$ cat src/rtl/countdown_timer.sv
`default_nettype none
// ============================================================================
//  Module      : countdown_timer
//  Description : Loadable down-counter with a start/done handshake. Counts
//                down from a programmed value, pulses done for one cycle at
//                terminal count, and can optionally reload and restart.
//  Revision    : 1.0 - initial release
// ============================================================================
module countdown_timer #(
   parameter int WIDTH       = 4,
   parameter int AUTO_RELOAD = 0
) (
   input  logic             clock,
   input  logic             reset,
   input  logic             start,
   input  logic [WIDTH-1:0] load_value,
   input  logic             pause,
   input  logic             abort,
   output logic [WIDTH-1:0] count,
   output logic             busy,
   output logic             done
);

   typedef enum logic [1:0] {
      S_IDLE = 2'b00,
      S_RUN  = 2'b01,
      S_DONE = 2'b10
   } state_t;

   localparam logic [WIDTH-1:0] c_zero = '0;
   localparam logic [WIDTH-1:0] c_one  = {{(WIDTH-1){1'b0}}, 1'b1};

   state_t           r_state;
   state_t           w_state_nx;
   logic [WIDTH-1:0] r_count;
   logic [WIDTH-1:0] w_count_nx;
   logic [WIDTH-1:0] r_reload;
   logic [WIDTH-1:0] w_reload_nx;
   logic             r_busy;
   logic             r_done;

   // Decrement is a ripple add of all-ones: sum = a ^ 1 ^ c, carry = a | c.
   logic [WIDTH-1:0] w_dec;
   logic [WIDTH-1:0] w_carry;

   assign w_carry[0] = 1'b0;

   generate
      for (genvar i = 0; i < WIDTH; i++) begin : g_dec
         assign w_dec[i] = ~(r_count[i] ^ w_carry[i]);
         if (i < WIDTH-1) begin : g_carry
            assign w_carry[i+1] = r_count[i] | w_carry[i];
         end
      end
   endgenerate

   // Next-state, next-count and reload selection for the three-state control.
   always_comb begin
      w_state_nx  = r_state;
      w_count_nx  = r_count;
      w_reload_nx = r_reload;
      case (r_state)
         S_IDLE: begin
            if (start) begin
               w_count_nx  = load_value;
               w_reload_nx = load_value;
               w_state_nx  = (load_value != c_zero) ? S_RUN : S_DONE;
            end
         end
         S_RUN: begin
            if (abort) begin
               w_state_nx = S_IDLE;
               w_count_nx = c_zero;
            end else if (!pause) begin
               w_count_nx = w_dec;
               if (r_count == c_one) begin
                  w_state_nx = S_DONE;
               end
            end
         end
         S_DONE: begin
            if (abort) begin
               w_state_nx = S_IDLE;
               w_count_nx = c_zero;
            end else if (start) begin
               // Back-to-back start takes precedence over auto-reload.
               w_count_nx  = load_value;
               w_reload_nx = load_value;
               w_state_nx  = (load_value != c_zero) ? S_RUN : S_DONE;
            end else if ((AUTO_RELOAD != 0) && (r_reload != c_zero)) begin
               w_count_nx = r_reload;
               w_state_nx = S_RUN;
            end else begin
               w_state_nx = S_IDLE;
            end
         end
         default: begin
            w_state_nx = S_IDLE;
         end
      endcase
   end

   // State, count and reload registers; busy/done registered from next state.
   always_ff @(posedge clock or negedge reset) begin
      if (!reset) begin
         r_state  <= S_IDLE;
         r_count  <= c_zero;
         r_reload <= c_zero;
         r_busy   <= 1'b0;
         r_done   <= 1'b0;
      end else begin
         r_state  <= w_state_nx;
         r_count  <= w_count_nx;
         r_reload <= w_reload_nx;
         r_busy   <= (w_state_nx == S_RUN);
         r_done   <= (w_state_nx == S_DONE);
      end
   end

   assign count = r_count;
   assign busy  = r_busy;
   assign done  = r_done;

endmodule
`default_nettype wire
$ cat config.mk
export PLATFORM = sky130hd
export DESIGN_NAME = countdown_timer
export DESIGN_NICKNAME = d
export VERILOG_FILES = /design/src/rtl/countdown_timer.sv
export SDC_FILE = /design/constraint.sdc
export NUM_CORES = 1
export LEC_CHECK = 0
export BUFFER_PORTS_ARGS = -buffer_cell sky130_fd_sc_hd__buf_4
export CAP_MARGIN = 20
export CORE_AREA = 2 2 39 41
export CTS_BUF_LIST = sky130_fd_sc_hd__clkbuf_8 sky130_fd_sc_hd__clkbuf_16
export DETAILED_ROUTE_END_ITERATION = 16
export DIE_AREA = 0 0 41 43
export PLACE_DENSITY = 0.62
export SKIP_LAST_GASP = 1
export SLEW_MARGIN = 5
export SYNTH_ARGS = -nofsm -noshare
export SYNTH_HDL_FRONTEND = slang
export SYNTH_SLANG_ARGS = --single-unit
$ cat constraint.sdc
create_clock -name clock -period 4.7 [get_ports clock]
set_input_delay 0.47 -clock clock [delete_from_list [all_inputs] [get_ports clock]]
set_output_delay 0.47 -clock clock [all_outputs]
set_load 0.02 [all_outputs]
==> metrics.txt, run 1 <==
switch share 38.9%; TNS Setup 0 ns; slew of the pin with the lowest slew margin 0.383 ns; Setup Skew 0.000775 ns; Post-CTS Resized 0; WL/cell 12.9 µm; first drt pass iteration count 3; Ys Warns 0; IO Pins 15; final wirelength 1.13 mm; Final GP Congestion 0.770; Synth cell types 21; Std-Cell Rows 14; CTS H-tree lvls 1; Min Hold Slack 0.0575 ns; maximum vdd drop 0.000257 V; CP Capture Type flop; nets@finish 91; Setup CP Type reg2reg; CP startpoint kind flop; post-layout min period 1.78 ns; total gr overflow 0; mean area per synthesized cell 10.0 µm²; Final Slew Violations 0; TritonCTS clock tree done; worst path required time 4.81 ns; pin count of the biggest net entering global routing 9; Clock Path Buffers 2; 1st-iter DRT viols 4; register bit count reported by yosys 8; P per Cell Area 556 nW/µm²; Combinational Power Share 49.7%; Die ar. 1760 µm²; ranking of synthesized cells by area dfrtp_1, ha_1, a22o_1; vias in the first global route 437; Flop pwr share 30.6%; hold_buf cts 0; Fin. Hold Viols 0; share of the synthesized area in the top cell type 36.4%; initial antenna violation count 0; GRT Total Usage 15.4%; Sink Count 8; Synth Cell Area 551 µm²; Post-CTS Setup Repair Bufs 0; final period utilization 37.8%; ANT nets after route 0; P_sw 0.000155 W; share of post-route cells with drive strength above 1 25.0%; input/output buffers 14; Slew HR 74.1%; clock-pin transition on the worst setup and hold timing paths 0.04 ns; internal power 0.000243 W; Clk pwr share 19.8%; Leak Pwr 0.350 nW; Max Clock Freq 563 MHz; worst skew pair latency 0.22 ns; clock root buffer clkbuf_8; Core Area 1380 µm²; CP max FO 6; DIE HEIGHT 43 µm; largest area contributor in the netlist dfrtp_1; number of buffers created by CTS 3; cell count after synthesis 55; initial core utilization 39.8%; crit path DAT 1.88 ns; Worst Hold Class in2async; RSZ-0062 raised after global routing false; final setup vio count 0; Post-DP HPWL 945 µm; vias per std cell 5.19; via count 457; Die Wd 41 µm; Max Cap Viol 0; DRC viols 0; Area growth syn-to-layout 30.2%; first-pass GRT wire length 1.84 mm; Post-Route Utilization 51.8%; sequential share of the synthesized area 36.4%; syn_nets 72; ant diodes 0; status finished clean
worst max-delay path: stages, from the launching register on:
cell and delay [ns]:
dfrtp_1 0.42, inv_1 0.09, ha_1 0.17, nor2b_1 0.16, a21oi_1 0.33, o21ai_0 0.22, a22o_1 0.27
layout by cell type (no fill, tap or decap):
| cell | count |
|---|---|
| and2_1 | 2 |
| nand2_1 | 3 |
| o32ai_1 | 1 |
| ha_1 | 8 |
| or4_1 | 1 |
| nor3b_2 | 1 |
| nor2b_1 | 1 |
| dfrtp_1 | 8 |
| inv_1 | 7 |
| o21ai_0 | 3 |
| a21boi_0 | 1 |
| a22o_1 | 4 |
| buf_4 | 14 |
| nor2_1 | 2 |
| mux2i_1 | 1 |
| nor3b_1 | 1 |
| clkbuf_8 | 3 |
| o2bb2ai_1 | 3 |
| nor4b_1 | 1 |
| nand2b_1 | 2 |
| a2bb2oi_1 | 1 |
| o221a_1 | 1 |
| a21oi_1 | 3 |
area by class of cell:
type | instances | area [µm²]
clock buffer | 3 | 41.3
fill | 139 | 667
inverter | 7 | 26.3
multi-input combinational | 40 | 324
sequential | 8 | 200
tap | 16 | 20.0
timing repair buffer | 14 | 105
sequential cells by signal, summed over array words and instances, names as in the netlist:
signal and cells:
count 4, r_state 2, busy 1, done 1
power by group through the flow:
stage	Clock, W	Combinational, W	Sequential (W)
after floorplan	0	0.000113	0.000140
after global placement	0	0.000200	0.000124
after detailed placement	0	0.000200	0.000123
after CTS	0.0000820	0.000201	0.000122
after global routing	0.0000868	0.000225	0.000126
final	0.0000788	0.000198	0.000122
logic make-up (layout without fill, tap and decap cells):
logic type               after synthesis  count (layout)  share of synthesized area, %
AO/OA/AOI/OAI                         17              17                          23.2
adder cells (fa/ha/maj)                8               8                          18.2
buffers and inverters                  7              24                          4.77
flip-flops                             8               8                          36.4
multiplexers                           1               1                          1.82
AND/OR/NAND/NOR                       14              14                          15.7
routing by layer:
layer | routed length [µm] | global-route usage [%] | part of all wire (%) | vias to the layer above
met5 | 0 | 0 | 0 | -
met4 | 0 | 2.00 | 0 | 0
met2 | 600 | 25.0 | 53 | 10
li1 | - | - | - | 232
met3 | 68 | 8.38 | 6.0 | 0
met1 | 462 | 17.7 | 41 | 215
worst paths after layout:
kind,slack (ns),depth (start not counted),to,from
worst max-delay path,2.92,6,count[1]$_DFFE_PN0P_,r_state[1]$_DFF_PN0_
worst min-delay path,0.06,1,count[1]$_DFFE_PN0P_,reset
worst max register to register,2.92,6,count[1]$_DFFE_PN0P_,r_state[1]$_DFF_PN0_
worst min register to register,0.55,1,count[1]$_DFFE_PN0P_,count[1]$_DFFE_PN0P_
max in group asynchronous,4.52,1,r_state[0]$_DFF_PN0_,reset
min in group clock,0.55,1,count[1]$_DFFE_PN0P_,count[1]$_DFFE_PN0P_
cells in the mapped netlist (all sizes together):
| cell type | n |
|---|---|
| dfrtp | 8 |
| ha | 8 |
| inv | 7 |
| a22o | 4 |
| a21oi | 3 |
| nand2 | 3 |
| o21ai | 3 |
| o2bb2ai | 3 |
| and2 | 2 |
| nand2b | 2 |
| nor2 | 2 |
| nor3b | 2 |
| a21boi | 1 |
| a2bb2oi | 1 |
| mux2i | 1 |
| nor2b | 1 |
| nor4b | 1 |
| o221a | 1 |
| o32ai | 1 |
| or4 | 1 |
stage by stage:
step	total power (W)	setup WS, ns	instance area, µm²	std cells
after floorplan	0.000253	3.08	551	55
after global placement	0.000324	2.95	676	85
after detailed placement	0.000323	2.93	676	85
after CTS	0.000405	2.92	717	88
after global routing	0.000437	2.74	717	88
final	0.000398	2.92	717	88
Power figures use the tool's default switching activity.
==> inputs of run 2 (changes only) <==
--- a/config.mk
+++ b/config.mk
@@ -11,7 +11,7 @@
 export CTS_BUF_LIST = sky130_fd_sc_hd__clkbuf_8 sky130_fd_sc_hd__clkbuf_16
 export DETAILED_ROUTE_END_ITERATION = 16
 export DIE_AREA = 0 0 41 43
-export PLACE_DENSITY = 0.62
+export PLACE_DENSITY = 0.65
 export SKIP_LAST_GASP = 1
 export SLEW_MARGIN = 5
 export SYNTH_ARGS = -nofsm -noshare
==> constraint.sdc (replaced) <==
create_clock -name clock -period 1.5 [get_ports clock]
set_input_delay 0.15 -clock clock [delete_from_list [all_inputs] [get_ports clock]]
set_output_delay 0.15 -clock clock [all_outputs]
set_load 0.02 [all_outputs]
==> run 2 against run 1 <==
Compared with the run above:
- clock skew up 0.0030 ns
- utilization up 15 points
- cell area up 29%
- highest routed layer unchanged
- register-to-register slack worse by 2.9 ns
- largest cell class unchanged
- die area unchanged
==> metrics.txt, run 2 (synthesis gave the netlist of run 1 again) <==
Setup CP Type reg2reg; Max Clock Freq 672 MHz; initial antenna violation count 0; Crit-path slowest cell dfrtp_1; Sink Count 8; clock root buffer clkbuf_8; slew of the pin with the lowest slew margin 0.297 ns; final period utilization 99.3%; share of post-route cells with drive strength above 1 54.1%; commonest non-fill, non-tap cell in the layout buf_4; total gr overflow 0; Flop pwr share 21.4%; initial core utilization 39.8%; RSZ-0062 raised after global routing true; commonest cells after routing, fill and taps aside buf_4, dfrtp_1, inv_1; ant diodes 0; first drt pass iteration count 3; Die ar. 1760 µm²; CP Capture Type flop; final wirelength 1.43 mm; crit path launch r_state[1]$_DFF_PN0_; CP startpoint kind flop; via count 526; Worst Hold Class in2reg; max FFs per register 4; DIE HEIGHT 43 µm; input/output buffers 14; final setup vio count 0; internal power 0.00104 W; status finished clean; GRT Total Usage 18.4%; crit path DAT 1.60 ns; Hold Startpoint load_value[1]; ANT nets after route 0; Final Slew Violations 0; IO Pins 15; DRC viols 0; Die Wd 41 µm; critical path's largest stage delay 0.39 ns; number of buffers created by CTS 3; Std-Cell Rows 14; post-layout min period 1.49 ns; switch share 38.2%; 1st-iter DRT viols 4; maximum vdd drop 0.000872 V; number of fillers in the final layout 120; Fin. Hold Viols 0; TNS Setup 0 ns; Post-DP HPWL 1.04 mm; Combinational Power Share 63.4%; CP max FO 4; nets@finish 104; worst path required time 1.61 ns; ordered list of cells on the worst path inv_2 > ha_2 > nor2b_4 > a21oi_2 > o21ai_1 > buf_4 > a22o_1; Setup Skew 0.00374 ns; clock-pin transition on the worst setup and hold timing paths 0.04 ns; first-pass GRT wire length 2.21 mm; Area growth syn-to-layout 68.4%; pin count of the biggest net entering global routing 9; Clk pwr share 15.3%; TritonCTS clock tree done; worst skew pair latency 0.23 ns; Core Area 1380 µm²; P_sw 0.000640 W; WL/cell 14.2 µm; reg2reg start r_state[1]$_DFF_PN0_; P per Cell Area 1810 nW/µm²; Final GP Congestion 0.740; Slew HR 80.2%; Clock Path Buffers 2; Max Cap Viol 0; Min Hold Slack 0.271 ns; vias per std cell 5.21; CTS H-tree lvls 1; vias in the first global route 553; Leak Pwr 0.436 nW
run 2: changes by cell type in the layout (fill, tap and decap cells not counted), sizes merged:
| cell | delta |
|---|---|
| dlygate4sd3 | +1 |
| buf | +12 |
run 2: worst max-delay path: cells and delay by family, from the launching register on:
kind / cells / cell delay (ns)
compound gates: 3 / 0.45
flops: 1 / 0.39
buf+inv: 2 / 0.22
fa+ha+maj: 1 / 0.17
simple gates: 1 / 0.14
run 2: area by class of cell:
cell class	instances	area, µm²	area share [%]
multi-input cells	40	434	46.8
repair buffers	27	205	22.1
flip-flops and latches	8	200	21.6
clock buffers	3	41.3	4.45
inverters	7	26.3	2.83
well taps	16	20.0	2.16
run 2: power groups by stage:
stage	registers, W	logic, W	clock network [W]
6_report	0.000359	0.00106	0.000256
3_5_place_dp	0.000346	0.000835	0
2_1_floorplan	0.000438	0.000358	0
4_1_cts	0.000350	0.000863	0.000262
5_1_grt	0.000371	0.00118	0.000273
3_3_place_gp	0.000340	0.000821	0
run 2: metrics by stage:
stage	area (µm²)	utilization [%]	total power [W]	cells	worst slack (ns)
finish	927	67.0	0.00168	101	0.0108
global route	927	67.0	0.00183	101	-0.0391
CTS	820	59.2	0.00148	99	0.0278
detailed placement	754	54.5	0.00118	95	-0.0885
global placement	754	54.5	0.00116	95	-0.0743
floorplan	554	-	0.000796	55	0.00469
run 2: metal layers:
metal | share of wire, % | up-vias | GRT usage, %
met2 | 54 | 9 | 29.4
met1 | 43 | 258 | 22.7
li1 | - | 259 | -
met3 | 3.4 | 0 | 6.28
met5 | 0 | - | 0
met4 | 0 | 0 | 4.67
run 2: repair_timing:
item | 4_1_cts | 5_1_grt
gates resized for setup | 6 | 17
setup buffers | 0 | 2
hold buffers | 1 | 0
hold endpoints to repair | 8 | 0
endpoints found under the setup margin | 5 | 5
pin swaps | 1 | 8
run 2: worst paths after layout:
path | end | slack [ns] | cells past startpoint
worst max-delay path | count[0]$_DFFE_PN0P_ | 0.01 | 7
worst min-delay path | count[1]$_DFFE_PN0P_ | 0.27 | 3
worst max register to register | count[0]$_DFFE_PN0P_ | 0.01 | 7
worst min register to register | count[1]$_DFFE_PN0P_ | 0.61 | 2
max in group asynchronous | count[0]$_DFFE_PN0P_ | 1.09 | 2
min in group asynchronous | count[3]$_DFFE_PN0P_ | 0.28 | 2
